==> src/rtl/dht11_temp_reader.sv <==
// dht11_temp_reader: single-wire DHT11-class sensor reader; periodic start pulse, 40-bit frame decode, checksum validation
//   clk          in   system clock
//   reset        in   asynchronous active-low reset
//   dq_in        in   raw data-line level, asynchronous to clk
//   dq_drive_low out  1 = pull the line low, 0 = release it
//   tempV        out  last valid integer temperature, degrees C
//   humidity     out  last valid integer relative humidity, %
//   valid        out  one-cycle pulse coincident with a tempV/humidity update
//   error        out  sticky timeout/checksum flag, cleared by the next good frame
//   busy         out  high from start pulse until back in IDLE
module dht11_temp_reader #(
    parameter int unsigned CLK_HZ           = 100_000_000,
    parameter int unsigned START_LOW_US     = 18000,
    parameter int unsigned SAMPLE_PERIOD_US = 1_000_000,
    parameter int unsigned BIT_THRESH_US    = 50,
    parameter int unsigned TIMEOUT_US       = 200
) (
    input  logic       clk,
    input  logic       reset,
    input  logic       dq_in,
    output logic       dq_drive_low,
    output logic [7:0] tempV,
    output logic [7:0] humidity,
    output logic       valid,
    output logic       error,
    output logic       busy
);
    localparam int unsigned DIV = CLK_HZ / 1_000_000;
    localparam int DW = (DIV > 1) ? $clog2(DIV) : 1;
    localparam logic [DW-1:0] DIV_LAST = DW'(DIV - 1);
    typedef enum logic [2:0] {IDLE, START, REL, RESP_L, RESP_H, BIT_L, BIT_H, CHECK} state_t;
    state_t state, next;
    logic [DW-1:0] div_cnt;
    logic us_tick, timeout, shift, fail, sum_ok;
    logic [31:0] us_cnt, cnt_nxt;
    logic dq_m, dq_s, dq_d;
    logic [39:0] frame;
    logic [5:0] idx;
    assign us_tick = div_cnt == DIV_LAST;
    // Every limit is tested against the value the timer reaches on this tick,
    // so a phase lasting N us is measured as exactly N.
    assign cnt_nxt = us_cnt + 32'(us_tick);
    assign timeout = cnt_nxt >= TIMEOUT_US;
    assign sum_ok  = frame[7:0] == frame[39:32] + frame[31:24] + frame[23:16] + frame[15:8];
    always_ff @(posedge clk or negedge reset)
        if (!reset) state <= IDLE;
        else state <= next;
    always_comb begin
        next  = state;
        shift = 1'b0;
        case (state)
            IDLE:   next = (cnt_nxt >= SAMPLE_PERIOD_US) ? START : IDLE;
            START:  next = (cnt_nxt >= START_LOW_US) ? REL : START;
            // Our own start pulse is still draining out of the synchronizer on
            // entry, so the sensor's response is taken as a falling edge.
            REL:    next = (dq_d && !dq_s) ? RESP_L : timeout ? IDLE : REL;
            RESP_L: next = dq_s ? RESP_H : timeout ? IDLE : RESP_L;
            RESP_H: next = !dq_s ? BIT_L : timeout ? IDLE : RESP_H;
            BIT_L:  next = dq_s ? BIT_H : timeout ? IDLE : BIT_L;
            BIT_H: begin
                shift = !dq_s;
                next  = !dq_s ? ((idx == 6'd39) ? CHECK : BIT_L) : timeout ? IDLE : BIT_H;
            end
            CHECK:  next = IDLE;
        endcase
        fail         = (state inside {REL, RESP_L, RESP_H, BIT_L, BIT_H}) && next == IDLE;
        dq_drive_low = state == START;
        busy         = state != IDLE;
    end
    always_ff @(posedge clk or negedge reset) begin
        if (!reset) begin
            {dq_m, dq_s, dq_d} <= 3'b111;
            div_cnt  <= '0;
            us_cnt   <= '0;
            frame    <= '0;
            idx      <= '0;
            tempV    <= '0;
            humidity <= '0;
            valid    <= 1'b0;
            error    <= 1'b0;
        end else begin
            {dq_m, dq_s, dq_d} <= {dq_in, dq_m, dq_s};
            div_cnt <= us_tick ? '0 : div_cnt + DW'(1);
            us_cnt  <= (next != state) ? '0 : cnt_nxt;
            idx     <= shift ? idx + 6'd1 : (state == RESP_H) ? 6'd0 : idx;
            if (shift) frame <= {frame[38:0], cnt_nxt > BIT_THRESH_US};
            valid <= state == CHECK && sum_ok;
            if (state == CHECK && sum_ok) begin
                humidity <= frame[39:32];
                tempV    <= frame[23:16];
            end
            error <= (fail || (state == CHECK && !sum_ok)) ? 1'b1 : (state == CHECK) ? 1'b0 : error;
        end
    end
endmodule

==> config.mk <==
export PLATFORM = sky130hd
export DESIGN_NAME = dht11_temp_reader
export DESIGN_NICKNAME = d
export VERILOG_FILES = /design/src/rtl/dht11_temp_reader.sv
export SDC_FILE = /design/constraint.sdc
export NUM_CORES = 1
export LEC_CHECK = 0
export CAP_MARGIN = 20
export CORE_UTILIZATION = 40
export DETAILED_ROUTE_END_ITERATION = 8
export GPL_TIMING_DRIVEN = 0
export RECOVER_POWER = 50
export SYNTH_ARGS = -nofsm -noshare
export SYNTH_HDL_FRONTEND = slang
export SYNTH_SLANG_ARGS = --single-unit
==> constraint.sdc <==
create_clock -name clk -period 4.66 [get_ports clk]
set_input_delay 1.398 -clock clk [delete_from_list [all_inputs] [get_ports clk]]
set_output_delay 1.398 -clock clk [all_outputs]
set_load 0.01 [all_outputs]
==> metrics.csv, run 1 <==
stage,metric,value,unit
worst_setup_path,worst reg2reg setup slack,0.29,ns
grt,met1 Usage GRT,0.260,
clock_network,CTS tree,done,
grt,largest net degree at the start of global routing,61,
drt,Vias,5161,
worst_setup_path,reg2reg end,us_cnt[18],
cells_and_area,final cell count without fillers,938,
grt,grt met3 use,0.0262,
synthesis,Syn Nets,705,
worst_setup_path,CP Class,register to register,
cells_and_area,"commonest non-fill, non-tap cell in the layout",nand2_1,
worst_setup_path,Setup crit end kind,register,
grt,gr usage total,0.193,
hold_path,Worst Hold Path Cells,0,
clock_network,CTS Buf Count,9,
floorplanning,row cnt,46,
timing,fmax,0.229,GHz
worst_setup_path,r2r worst-path depth,18,
cells_and_area,share of cells above drive strength 1,0.162,
timing,minimum clock period,4.37,ns
synthesis,post-synthesis sequential area ratio,0.416,
floorplanning,Core ar.,15900,um^2
power,worst vdd ir,0.173,mV
drt,post-route ant nets,0,
timing,clk_skew,0.00936,ns
synthesis,dominant synthesized flop cell,dfrtp_1,
synthesis,Yosys cell types,66,
floorplanning,Initial Util,0.411,
timing,Pins Over Slew Limit,61,
synthesis,ranking of synthesized cells by area,"dfrtp_1 (40%), nand2_1 (8.3%), xnor2_1 (4.9%)",
synthesis,"Avg Cell Area, Syn",9.73,um^2
job,max-cap violations,1,
clock_network,CTS Root Cell,clkbuf_16,
synthesis,Mapped Area,6560,um^2
grt,gr busiest metal,met2,
cells_and_area,area delta synth->final,15.0,%
outcome,violated checks,"max-capacitance violations, max-slew violations",
synthesis,yosys warns,0,
outcome,result of the run,finished with violations,
clock_network,CTS Hold Bufs,0,
hold_path,Tightest Hold Check Type,register to register,
synthesis,Post-synth EDFFs,0,
grt,Global Route met2 Usage,0.313,
synthesis,Yosys top cell area share,0.404,
grt,first-pass GRT wire length,25400,um
hold_path,Hold EP,dq_s,
clock_network,CTS sink cnt,109,
worst_setup_path,R2R Path Start,div_cnt[0],
worst_setup_path,startpoint types,register,
floorplanning,Die W,130,um
timing,"Hold Vio Cnt, Final",0,
clock_network,clk_lat worst skew,0.36,ns
timing,crit share post-route,0.937,
cells_and_area,most frequent cells in the layout,"nand2_1 (145), dfrtp_1 (106), xnor2_1 (36), nor2_1 (32)",
drt,drt pass-1 iters,4,
drt,Detailed Route WL,15200,um
drt,via/cell ratio,5.50,
worst_setup_path,CP Max Fanout,10,
timing,Min Hold Slack,0.369,ns
placed_design,Placed Cells,913,
timing,setup violators final,0,
floorplanning,die span in y,130,um
synthesis,Synth async-reset ratio,1.00,
cells_and_area,fillers,1493,
cells_and_area,# nets final,748,
placed_design,Post-DP HPWL,10800,um
timing,worst slew pin tran,1.54,ns
placed_design,port bufs,22,
drt,drt drc,0,
worst_setup_path,CP arrival,4.62,ns
floorplanning,Die ar.,16900,um^2
timing,normalized max-slew margin,-0.0265,
grt,initial antenna violation count,0,
drt,WL/cell,16.2,um
placed_design,Routability Congestion,0.867,
worst_setup_path,"Req. time, crit path",4.91,ns
clock_network,H-tree levels,3,
cells_and_area,Finished Core Util,0.473,
power,PwrDens,236,nW/um^2
cells_and_area,Antenna Cells,0,
power,leak pwr,3.48,nW
floorplanning,I/O Pins,23,
grt,gr ovfl total,0,
grt,vias in the first global route,5018,
hold_path,critical hold path startpoint,dq_m,
synthesis,gate count of the mapped netlist,674,
synthesis,Yosys reg bits,109,
synthesis,Synth area leader,dfrtp_1,
clock_network,clk slew on worst S/H paths,0.08,ns
drt,Initial DRC Count,243,
timing,RSZ-0062 raised after global routing,no,
clock_network,Max clock buf depth,2,
==> cell type report <==
class	count	area, um^2	share of cell area
Sequential cell	109	2730	0.362
Multi-Input combinational cell	514	3710	0.492
Clock buffer	10	229	0.0304
Timing Repair Buffer	32	284	0.0377
Clock inverter	6	77.6	0.0103
Buffer	38	193	0.0256
Inverter	13	48.8	0.00647
Tap cell	216	270	0.0358
==> Yosys cell counts (3+ instances only) <==
| library cell | n |
|---|---|
| nor2b_1 | 4 |
| clkbuf_1 | 22 |
| nor3_1 | 14 |
| nand3_1 | 22 |
| o31ai_1 | 4 |
| a41oi_1 | 3 |
| nand2_1 | 145 |
| mux2i_1 | 5 |
| nor4_2 | 20 |
| or3_1 | 7 |
| nor2_1 | 32 |
| nor4_1 | 20 |
| nor4_4 | 3 |
| nor4b_2 | 4 |
| nand4_1 | 18 |
| inv_1 | 13 |
| o211ai_1 | 3 |
| dfrtp_1 | 106 |
| dfstp_2 | 3 |
| buf_6 | 3 |
| a31oi_1 | 6 |
| xnor2_1 | 37 |
| buf_2 | 9 |
| a211oi_1 | 5 |
| nor4b_1 | 5 |
| a21oi_1 | 18 |
| mux2_2 | 17 |
| fa_1 | 14 |
| nand3b_1 | 3 |
| and3_1 | 12 |
| and4_1 | 5 |
| o31a_1 | 3 |
| o21a_1 | 5 |
| ha_1 | 14 |
| xor2_1 | 15 |
| o21bai_1 | 3 |
| o21ai_0 | 15 |
==> how the worst max path moves through the flow <==
| stage | end | start |
|---|---|---|
| 4_1_cts | us_cnt[0] | div_cnt[0] |
| 3_5_place_dp | us_cnt[18] | div_cnt[0] |
| 5_1_grt | us_cnt[1] | div_cnt[0] |
| 6_report | us_cnt[18] | div_cnt[0] |
| 3_3_place_gp | tempV[6] | reset |
| 2_1_floorplan | us_cnt[20] | div_cnt[0] |
==> through the flow <==
step                      setup slack, ns  power (mW)  TNS (ns)  area, um^2
after CTS                          0.0137        1.80         0        7450
after floorplan                     0.495       0.969         0        6560
final                               0.294        1.78         0        7540
after global placement              -2.03       0.991   -230.23        7050
after detailed placement           -0.649       0.994    -17.20        7070
after global routing               0.0117        1.83         0        7540
==> routing by layer <==
| layer | vias up | part of all wire |
|---|---|---|
| met5 | - | 0 |
| met4 | 0 | 0.017 |
| met3 | 21 | 0.032 |
| met2 | 103 | 0.48 |
| met1 | 2565 | 0.47 |
| li1 | 2472 | - |
==> timing repair <==
action / CTS / global route
cloned: 0 / 0
endpoints found under the setup margin: 35 / 43
setup buffers: 1 / 8
pin swaps: 3 / 3
resized for setup: 10 / 16
hold endpoints to repair: 0 / 0
==> logic make-up (layout without fill, tap and decap cells) <==
logic type,after synthesis,after routing,synth area share
multiplexers,22,22,0.0368
flip-flops,109,109,0.416
XOR/XNOR,53,53,0.0719
AND/OR/NAND/NOR,335,335,0.288
AO/OA/AOI/OAI,76,76,0.0815
buffers and inverters,51,99,0.0357
adder cells (fa/ha/maj),28,28,0.0694
==> where the power goes <==
| part | switching (mW) | internal (mW) | leakage, nW |
|---|---|---|---|
| sequential | 0.000826 | 0.947 | 1.50 |
| clock | 0.379 | 0.429 | 0.148 |
| combinational | 0.0201 | 0.00215 | 1.83 |
| total | 0.400 | 1.38 | 3.48 |
==> critical path, stage by stage (launching register included) <==
cell and delay [ns]:
dfrtp_1 0.39, ha_2 0.24, nand3_1 0.15, nor3b_4 0.27, ha_4 0.20, ha_1 0.14
buf_2 0.16, and2_0 0.13, buf_2 0.19, nand3_4 0.15, buf_4 0.18, nor4_1 0.25
o21ai_0 0.23, nor4_4 0.42, buf_4 0.18, a21oi_1 0.06, o21a_1 0.27, clkbuf_2 0.31
nor4_1 0.35
==> registers in the layout, indices dropped and copies added, names as in the netlist <==
signal    flops
div_cnt       7
frame        40
tempV         8
state         3
error         1
us_cnt       32
dq_s          1
humidity      8
idx           6
dq_d          1
valid         1
dq_m          1
No activity file was read; power rests on OpenSTA's default activity.
==> run 2, diff against run 1 <==
--- a/config.mk
+++ b/config.mk
@@ -6,7 +6,7 @@
 export NUM_CORES = 1
 export LEC_CHECK = 0
 export CAP_MARGIN = 20
-export CORE_UTILIZATION = 40
+export CORE_UTILIZATION = 30
 export DETAILED_ROUTE_END_ITERATION = 8
 export GPL_TIMING_DRIVEN = 0
 export RECOVER_POWER = 50
==> constraint.sdc (replaced) <==
create_clock -name clk -period 5.2 [get_ports clk]
set_input_delay 1.56 -clock clk [delete_from_list [all_inputs] [get_ports clk]]
set_output_delay 1.56 -clock clk [all_outputs]
set_load 0.01 [all_outputs]
==> metrics.csv, run 2 (synthesis results as in run 1) <==
stage,metric,value,unit,change
outcome,result of the run,finished with violations,,
outcome,violated checks,"max-capacitance violations, max-slew violations",,
worst_setup_path,CP Max Fanout,10,,unchanged
worst_setup_path,reg2reg end,us_cnt[0],,
placed_design,Routability Congestion,0.838,,-3.4%
cells_and_area,"commonest non-fill, non-tap cell in the layout",nand2_1,,
placed_design,Setup WS pre-CTS,-0.119,ns,+0.531 ns
cells_and_area,largest registers,"frame x40, us_cnt x32",,
drt,Vias,5085,,-1.5%
worst_setup_path,r2r worst-path depth,17,,-1
floorplanning,die span in y,150,um,+15%
floorplanning,Initial Util,0.309,,-0.102
timing,fmax,0.213,GHz,-7.1%
hold_path,Worst Hold Path Cells,0,,unchanged
timing,Final WS setup,0.501,ns,+0.207 ns
clock_network,clk_lat worst skew,0.37,ns,about the same
power,leak pwr,3.43,nW,-1.4%
timing,minimum clock period,4.70,ns,+0.333 ns
drt,WL/cell,15.2,um,-6.6%
timing,RSZ-0062 raised after global routing,no,,
clock_network,Max clock buf depth,2,,unchanged
drt,post-route ant nets,0,,unchanged
power,PwrDens,209,nW/um^2,-11%
timing,"Hold Vio Cnt, Final",0,,unchanged
worst_setup_path,worst reg2reg setup slack,0.50,ns,+0.21 ns
clock_network,CTS Buf Count,9,,unchanged
clock_network,CTS tree,done,,
worst_setup_path,startpoint types,register,,
cells_and_area,max reg flops,40,,unchanged
placed_design,Placed Cells,972,,+6.5%
clock_network,CTS sink cnt,109,,unchanged
floorplanning,Die W,150,um,+15%
cells_and_area,most frequent cells in the layout,"nand2_1 (145), dfrtp_1 (106), xnor2_1 (37), nor2_1 (32), clkbuf_1 (23)",,
drt,Detailed Route WL,15000,um,-1.3%
worst_setup_path,Setup crit end kind,register,,
floorplanning,row cnt,53,,+15%
drt,drt drc,0,,unchanged
floorplanning,Die ar.,22500,um^2,+33%
grt,gr usage total,0.143,,-0.0503
cells_and_area,Top reg by flops,frame,,
worst_setup_path,CP Class,register to register,,
clock_network,CTS Hold Bufs,0,,unchanged
floorplanning,I/O Pins,23,,unchanged
job,max-cap violations,1,,unchanged
floorplanning,Core ar.,21200,um^2,+33%
cells_and_area,Antenna Cells,0,,unchanged
drt,Initial DRC Count,291,,+20%
placed_design,port bufs,22,,unchanged
placed_design,Post-DP HPWL,10600,um,-2.3%
timing,crit share post-route,0.904,,-0.0332
power,worst vdd ir,0.133,mV,-23%
grt,gr ovfl total,0,,unchanged
power,Design Power,1.57,mW,-12%
grt,vias in the first global route,4981,,-0.74%
cells_and_area,# nets final,742,,-0.80%
timing,setup violators final,0,,unchanged
worst_setup_path,CP arrival,4.95,ns,+0.33 ns
drt,drt pass-1 iters,4,,unchanged
hold_path,critical hold path startpoint,dq_m,,
drt,via/cell ratio,5.13,,-6.7%
grt,first-pass GRT wire length,25300,um,-0.33%
cells_and_area,share of cells above drive strength 1,0.142,,-0.0196
clock_network,H-tree levels,3,,unchanged
worst_setup_path,"Req. time, crit path",5.45,ns,+0.54 ns
hold_path,Tightest Hold Check Type,register to register,,
timing,normalized max-slew margin,-1.04,,-1.02
timing,worst slew pin tran,3.06,ns,+1.52 ns
clock_network,clk slew on worst S/H paths,0.08,ns,about the same
grt,initial antenna violation count,0,,unchanged
cells_and_area,final cell count without fillers,991,,+5.7%
clock_network,CTS Root Cell,clkbuf_16,,
worst_setup_path,R2R Path Start,div_cnt[0],,
timing,clk_skew,0.0122,ns,+0.00286 ns
hold_path,Hold EP,dq_s,,
cells_and_area,area delta synth->final,14.5,%,
grt,largest net degree at the start of global routing,58,,-4.9%
timing,Pins Over Slew Limit,53,,-13%
[run 2: worst max-delay path, stage by stage (launching register included)]
cell and delay (ns):
dfrtp_1 0.40, ha_1 0.27, nand3_1 0.17, nor3b_4 0.31
ha_1 0.28, ha_1 0.16, buf_2 0.16, and2_0 0.13
buf_2 0.17, nand3_2 0.23, nor4_2 0.38, nand4_1 0.17
o21a_1 0.25, or4_4 0.60, o21ai_1 0.19, nand3b_2 0.17
buf_4 0.24, nor4b_1 0.29
[run 2: worst max-delay path by stage]
stage | from | end | slack, ns
finish | div_cnt[0] | us_cnt[0] | 0.50
global route | div_cnt[0] | us_cnt[0] | 0.02
CTS | div_cnt[0] | us_cnt[18] | 0.16
detailed placement | div_cnt[0] | us_cnt[18] | -0.12
global placement | reset | tempV[7] | -1.93
floorplan | div_cnt[0] | us_cnt[20] | 1.04
[run 2: routing by layer]
metal | track usage | up-vias | share of wire
met2 | 0.231 | 67 | 0.49
met4 | 0.0374 | 0 | 0.0062
met5 | 0 | - | 0
met3 | 0.0314 | 9 | 0.025
li1 | - | 2461 | -
met1 | 0.192 | 2548 | 0.48
[run 2: power breakdown]
| group | leakage [nW] | switching (mW) | internal (mW) | total (mW) |
|---|---|---|---|---|
| combinational | 1.79 | 0.0189 | 0.00403 | 0.0229 |
| clock | 0.146 | 0.356 | 0.341 | 0.697 |
| sequential | 1.50 | 0.000709 | 0.849 | 0.849 |
| total | 3.43 | 0.375 | 1.19 | 1.57 |
[run 2: repair_timing]
item | 4_1_cts | 5_1_grt
endpoints found under the setup margin | 12 | 32
pin swaps | 0 | 1
buffers inserted | 0 | 3
resized for setup | 2 | 9
[run 2: layout make-up]
type | count | area (um^2)
tap | 275 | 344
clock buffer | 10 | 229
multi-input combinational | 514 | 3640
inverter | 13 | 48.8
timing repair buffer | 26 | 264
sequential | 109 | 2730
clock inverter | 6 | 63.8
fill | 2177 | 13700
buffer | 38 | 186
[run 2: stage by stage]
stage | utilization | cell area, um^2 | setup TNS (ns) | hold slack (ns)
floorplan | - | 6560 | 0 | 0.345
global placement | 0.336 | 7120 | -205.38 | 0.347
detailed placement | 0.337 | 7150 | -0.715 | 0.350
CTS | 0.351 | 7460 | 0 | 0.360
global route | 0.354 | 7510 | 0 | 0.369
finish | 0.354 | 7510 | 0 | 0.365
==> run 3, diff against run 2 <==
--- a/config.mk
+++ b/config.mk
@@ -10,6 +10,7 @@
 export DETAILED_ROUTE_END_ITERATION = 8
 export GPL_TIMING_DRIVEN = 0
 export RECOVER_POWER = 50
+export SKIP_CTS_REPAIR_TIMING = 1
 export SYNTH_ARGS = -nofsm -noshare
 export SYNTH_HDL_FRONTEND = slang
 export SYNTH_SLANG_ARGS = --single-unit
==> metrics.csv, run 3 (synthesis results as in run 1) <==
stage,metric,value,unit,change
timing,Final WS setup,0.489,ns,-0.0122 ns
floorplanning,I/O Pins,23,,unchanged
drt,post-route ant nets,0,,unchanged
placed_design,Setup WS pre-CTS,-0.119,ns,unchanged
floorplanning,Initial Util,0.309,,unchanged
clock_network,CTS sink cnt,109,,unchanged
power,Design Power,1.57,mW,+0.17%
worst_setup_path,"Req. time, crit path",5.45,ns,about the same
floorplanning,Core ar.,21200,um^2,unchanged
clock_network,Max clock buf depth,2,,unchanged
floorplanning,Die ar.,22500,um^2,unchanged
cells_and_area,final cell count without fillers,991,,unchanged
timing,normalized max-slew margin,0.422,,+1.46
outcome,result of the run,"complete, no violations",,
clock_network,clk slew on worst S/H paths,0.08,ns,about the same
hold_path,Hold EP,dq_s,,
timing,minimum clock period,4.71,ns,+0.0122 ns
hold_path,Worst Hold Path Cells,0,,unchanged
worst_setup_path,startpoint types,register,,
placed_design,placed cell areas,7150,um^2,unchanged
hold_path,critical hold path startpoint,dq_m,,
drt,Detailed Route WL,15100,um,+0.29%
clock_network,H-tree levels,3,,unchanged
timing,setup TNS,0,ns,unchanged
cells_and_area,# nets final,742,,unchanged
timing,setup violators final,0,,unchanged
timing,clk_skew,0.0122,ns,+0.000000900 ns
cells_and_area,most frequent cells in the layout,"nand2_1 (145), dfrtp_1 (106), xnor2_1 (37), nor2_1 (32), clkbuf_1 (22)",,
floorplanning,die span in y,150,um,unchanged
grt,first-pass GRT wire length,25200,um,-0.13%
timing,worst slew pin tran,0.861,ns,-2.20 ns
power,worst vdd ir,0.133,mV,+0.56%
worst_setup_path,CP arrival,4.96,ns,about the same
cells_and_area,max reg flops,40,,unchanged
worst_setup_path,r2r worst-path depth,17,,unchanged
power,PwrDens,209,nW/um^2,+0.15%
cells_and_area,Finished Core Util,0.354,,about the same
grt,vias in the first global route,4984,,+0.060%
job,max-cap violations,0,,-1
drt,WL/cell,15.2,um,+0.29%
clock_network,CTS Buf Count,9,,unchanged
timing,Pins Over Slew Limit,0,,-100%
cells_and_area,Top reg by flops,frame,,
cells_and_area,share of cells above drive strength 1,0.142,,unchanged
timing,Min Hold Slack,0.365,ns,+0.00000200 ns
drt,Vias,5056,,-0.57%
drt,Initial DRC Count,341,,+17%
placed_design,port bufs,22,,unchanged
floorplanning,row cnt,53,,unchanged
power,leak pwr,3.44,nW,+0.13%
drt,via/cell ratio,5.10,,-0.57%
grt,largest net degree at the start of global routing,58,,unchanged
cells_and_area,"commonest non-fill, non-tap cell in the layout",nand2_1,,
grt,gr busiest metal,met2,,
grt,gr ovfl total,0,,unchanged
worst_setup_path,CP Class,register to register,,
grt,gr usage total,0.143,,-0.000206
timing,fmax,0.212,GHz,-0.26%
floorplanning,Die W,150,um,unchanged
clock_network,CTS tree,done,,
placed_design,Routability Congestion,0.838,,unchanged
worst_setup_path,worst reg2reg setup slack,0.49,ns,about the same
cells_and_area,largest registers,"frame x40, us_cnt x32",,
drt,drt pass-1 iters,4,,unchanged
grt,met1 Usage GRT,0.192,,-0.000611
timing,crit share post-route,0.906,,+0.00234
clock_network,CTS Root Cell,clkbuf_16,,
grt,Global Route met2 Usage,0.231,,unchanged
drt,drt drc,0,,unchanged
worst_setup_path,R2R Path Start,div_cnt[0],,
cells_and_area,Antenna Cells,0,,unchanged
worst_setup_path,reg2reg end,us_cnt[0],,
worst_setup_path,CP Max Fanout,10,,unchanged
placed_design,Placed Cells,972,,unchanged
clock_network,clk_lat worst skew,0.37,ns,about the same
worst_setup_path,Setup crit end kind,register,,
cells_and_area,Final Cell Area,7510,um^2,about the same
placed_design,Post-DP HPWL,10600,um,unchanged
cells_and_area,area delta synth->final,14.5,%,about the same
grt,grt met3 use,0.0314,,unchanged
grt,initial antenna violation count,0,,unchanged
hold_path,Tightest Hold Check Type,register to register,,
timing,"Hold Vio Cnt, Final",0,,unchanged
-- run 3: changes by cell type in the layout (fill, tap and decap cells not counted) --
| cell | before | now |
|---|---|---|
| buf_6 | 3 | 4 |
| clkbuf_1 | 23 | 22 |
| clkdlybuf4s50_1 | 20 | 21 |
| dlygate4sd3_1 | 1 | 0 |
| nor4_1 | 18 | 19 |
| nor4_2 | 21 | 20 |
-- run 3: per-layer routing --
| layer | up-vias | share of wire |
|---|---|---|
| met5 | - | 0 |
| met4 | 0 | 0.0068 |
| met3 | 11 | 0.022 |
| met2 | 50 | 0.48 |
| met1 | 2534 | 0.49 |
| li1 | 2461 | - |
-- run 3: worst max-delay path by stage --
stage / start / to / slack [ns] / cells after the start
3_3_place_gp: reset / tempV[7] / -1.93 / 1
6_report: div_cnt[0] / us_cnt[0] / 0.49 / 17
5_1_grt: div_cnt[0] / us_cnt[0] / -0.003 / 17
2_1_floorplan: div_cnt[0] / us_cnt[20] / 1.04 / 15
4_1_cts: div_cnt[0] / us_cnt[18] / -0.15 / 14
3_5_place_dp: div_cnt[0] / us_cnt[18] / -0.12 / 14
-- run 3: area by class of cell --
| type | instances | area (um^2) |
|---|---|---|
| Timing Repair Buffer | 26 | 272 |
| Tap cell | 275 | 344 |
| Inverter | 13 | 48.8 |
| Sequential cell | 109 | 2730 |
| Buffer | 38 | 186 |
| Multi-Input combinational cell | 514 | 3640 |
| Clock buffer | 10 | 229 |
| Clock inverter | 6 | 63.8 |
| Fill cell | 2175 | 13700 |
-- run 3: worst max-delay path, stage by stage (launching register included) --
cell and delay, ns:
dfrtp_1 0.40, ha_1 0.28, nand3_1 0.17, nor3b_4 0.31
ha_1 0.29, ha_1 0.16, buf_2 0.16, and2_0 0.13
buf_2 0.17, nand3_2 0.23, nor4_1 0.36, nand4_1 0.17
o21a_1 0.25, or4_4 0.60, o21ai_1 0.19, nand3b_2 0.18
buf_4 0.24, nor4b_1 0.30
-- run 3: where the power goes --
| group | total (mW) | switching, mW | internal, mW | leakage (nW) |
|---|---|---|---|---|
| registers | 0.849 | 0.000704 | 0.849 | 1.50 |
| clock network | 0.699 | 0.358 | 0.341 | 0.146 |
| logic | 0.0233 | 0.0188 | 0.00453 | 1.79 |
==> RTL edit (config.mk and constraints of run 1) <==
Register the input `dq_in` before use. The logic sees it one clock later.
--- a/src/rtl/dht11_temp_reader.sv
+++ b/src/rtl/dht11_temp_reader.sv
@@ -29,6 +29,13 @@
     localparam int DW = (DIV > 1) ? $clog2(DIV) : 1;
     localparam logic [DW-1:0] DIV_LAST = DW'(DIV - 1);
     typedef enum logic [2:0] {IDLE, START, REL, RESP_L, RESP_H, BIT_L, BIT_H, CHECK} state_t;
+
+    logic dq_q;
+
+    always_ff @(posedge clk) begin
+        dq_q <= dq_in;
+    end
+
     state_t state, next;
     logic [DW-1:0] div_cnt;
     logic us_tick, timeout, shift, fail, sum_ok;
@@ -79,7 +86,7 @@
             valid    <= 1'b0;
             error    <= 1'b0;
         end else begin
-            {dq_m, dq_s, dq_d} <= {dq_in, dq_m, dq_s};
+            {dq_m, dq_s, dq_d} <= {dq_q, dq_m, dq_s};
             div_cnt <= us_tick ? '0 : div_cnt + DW'(1);
             us_cnt  <= (next != state) ? '0 : cnt_nxt;
             idx     <= shift ? idx + 6'd1 : (state == RESP_H) ? 6'd0 : idx;
Check against the original RTL: same outputs for any inputs over 10 cycles, from zero or initial values and one cycle with reset low; that may be too few to reach the edited logic, so the function may still have changed.
==> RTL edit against run 1 <==
The flow still finishes with violations (capacitance limit, slew limit); clock skew barely moved; critical path depth fell by 3; count of clock-buffer cells in the layout fell by 1; sequential cell count rose by 1; synthesized area fell by 6.7%; sequential share of layout area rose by 3.2 points; final area fell by 7.4%; fmax rose by 1.1%; wire length fell by 18%; final cell count fell by 17%; worst setup slack improved by 0.049 ns.
Power is not compared: it rests on default switching activity, and its combinational part moved more than twofold at a synthesized area within 25%.
==> RTL edit: results (changes against run 1) <==
worst endpoint data arrival time=4.58 ns (was 4.62 ns); worst IR drop on VDD=0.184 mV; DRC viols=0 (unchanged); status=finished with violations (unchanged); Async S/R FF share, synth=99.1% (was 100%); Slew headroom=-65.5% (was -2.65%); post-synth cell types=66 (unchanged); H-tree levels=3 (unchanged); CTS buffer count=9 (unchanged); Setup Skew=0.00960 ns (was 0.00936 ns); Seq/Total Area, Yosys=44.9% (was 41.6%); R2R Setup Slk=0.34 ns (was 0.29 ns); Synth area leaders=dfrtp_1 (43%), mux2_2 (10%), fa_1 (4.6%) (was dfrtp_1 (40%), nand2_1 (8.3%), xnor2_1 (4.9%)); clock insertion delay at the later pin of the skew report=0.36 ns (about the same); CP Class=flop to flop (unchanged); synth warn=0 (unchanged); Via Count=4309 (was 5161); PortBufs=22 (unchanged); top cell type's share of synthesized area=43.3% (was 40.4%); Worst Setup SP=div_cnt[0] (unchanged); max incr delay on CP=0.42 ns (about the same); drt pass-1 iters=4 (unchanged); post-placement cell area=6640 sq um (was 7070 sq um); drt initial violations=214 (was 243); CP Max Fanout=10 (unchanged); max_cap viols=1 (unchanged); failing checks=capacitance limit, slew limit (unchanged); Nets=614 (was 748); Max Slew Vio Count=47 (was 61); share of cells above drive strength 1=22.0% (was 16.2%); cell depth of the worst flop-to-flop path=15 (was 18); total track usage=17.0% (was 19.3%); largest net degree at the start of global routing=65 (was 61); clk buf depth=2 (unchanged); final WL=12.5 mm (was 15.2 mm); Fill cells=1355 (was 1493); routability cong.=0.935 (was 0.867); Post-synth top cells=dfrtp_1 (106), mux2_2 (57), xnor2_1 (32), nand2_1 (24), nor2_1 (22) (was nand2_1 (145), dfrtp_1 (106), xnor2_1 (37), nor2_1 (32)); top_reg_cell synth=dfrtp_1 (unchanged); leakage=0.00302 uW; Top delay family on crit path=simple AND/OR/NAND/NOR gates (unchanged); Inserted Diodes=0 (unchanged); Crit-path slowest cell=or3_1 (was nor4_4); Clock transition at path regs=0.07 ns; pre-CTS WS=-0.174 ns (was -0.649 ns); vias in the first global route=4357 (was 5018); post-route clock period utilization=92.6% (was 93.7%); first-pass GRT wire length=21.4 mm (was 25.4 mm); reg2reg end=us_cnt[9] (was us_cnt[18]); Post-DP HPWL=9.08 mm (was 10.8 mm); hold depth=0 (unchanged)
==> RTL edit: worst min path at each step <==
stage | from | endpoint | slack [ns]
floorplan | dq_q | dq_m | 0.28
global placement | dq_q | dq_m | 0.29
detailed placement | dq_q | dq_m | 0.29
CTS | dq_q | dq_m | 0.30
global route | dq_q | dq_m | 0.31
finish | dq_q | dq_m | 0.30
==> RTL edit: where the power goes <==
part	total [uW]	switching, uW	internal [uW]
registers	1020	30.3	990
logic	490	327	163
clock network	804	374	430
==> RTL edit: area by class of cell <==
type / count / area, sq um / area share (%)
tap: 184 / 230 / 3.30
clock buffer: 9 / 225 / 3.23
timing repair buffer: 25 / 236 / 3.39
inverter: 15 / 56.3 / 0.806
multi-input combinational: 396 / 3250 / 46.5
clock inverter: 7 / 88.8 / 1.27
sequential: 110 / 2750 / 39.4
buffer: 29 / 145 / 2.08
==> RTL edit: kinds of logic after synthesis <==
logic type                 after synthesis  share of synthesized area [%]
and+or+nand+nor                        176                           18.5
DFF                                    110                           44.9
AOI/OAI and AO/OA                       78                           9.01
muxes                                   61                           11.1
xor gates and xnor gates                44                           6.29
buffers and inverters                   44                           3.27
adders and majority gates               25                           6.83
other                                    1                         0.0613
==> RTL edit: metrics by stage <==
stage	instances	hold slack (ns)	power, uW	utilization [%]
floorplan	550	0.284	1390	-
global placement	756	0.286	1520	44.8
detailed placement	757	0.294	1530	45.0
CTS	773	0.303	2350	47.2
global route	775	0.313	2430	47.3
finish	775	0.300	2310	47.3
==> RTL edit: what timing repair did <==
item / CTS / global route
setup buffers: 0 / 2
setup endpoints to repair: 30 / 30
cloned: 0 / 0
pin swaps: 0 / 2
resized for setup: 2 / 6
==> RTL edit: routing by layer <==
metal | vias up | track usage (%) | share of wire [%]
met4 | 0 | 6.03 | 1.4
met3 | 14 | 3.19 | 3.1
met2 | 73 | 27.8 | 49
met5 | - | 0 | 0
met1 | 2168 | 22.4 | 47
li1 | 2054 | - | -
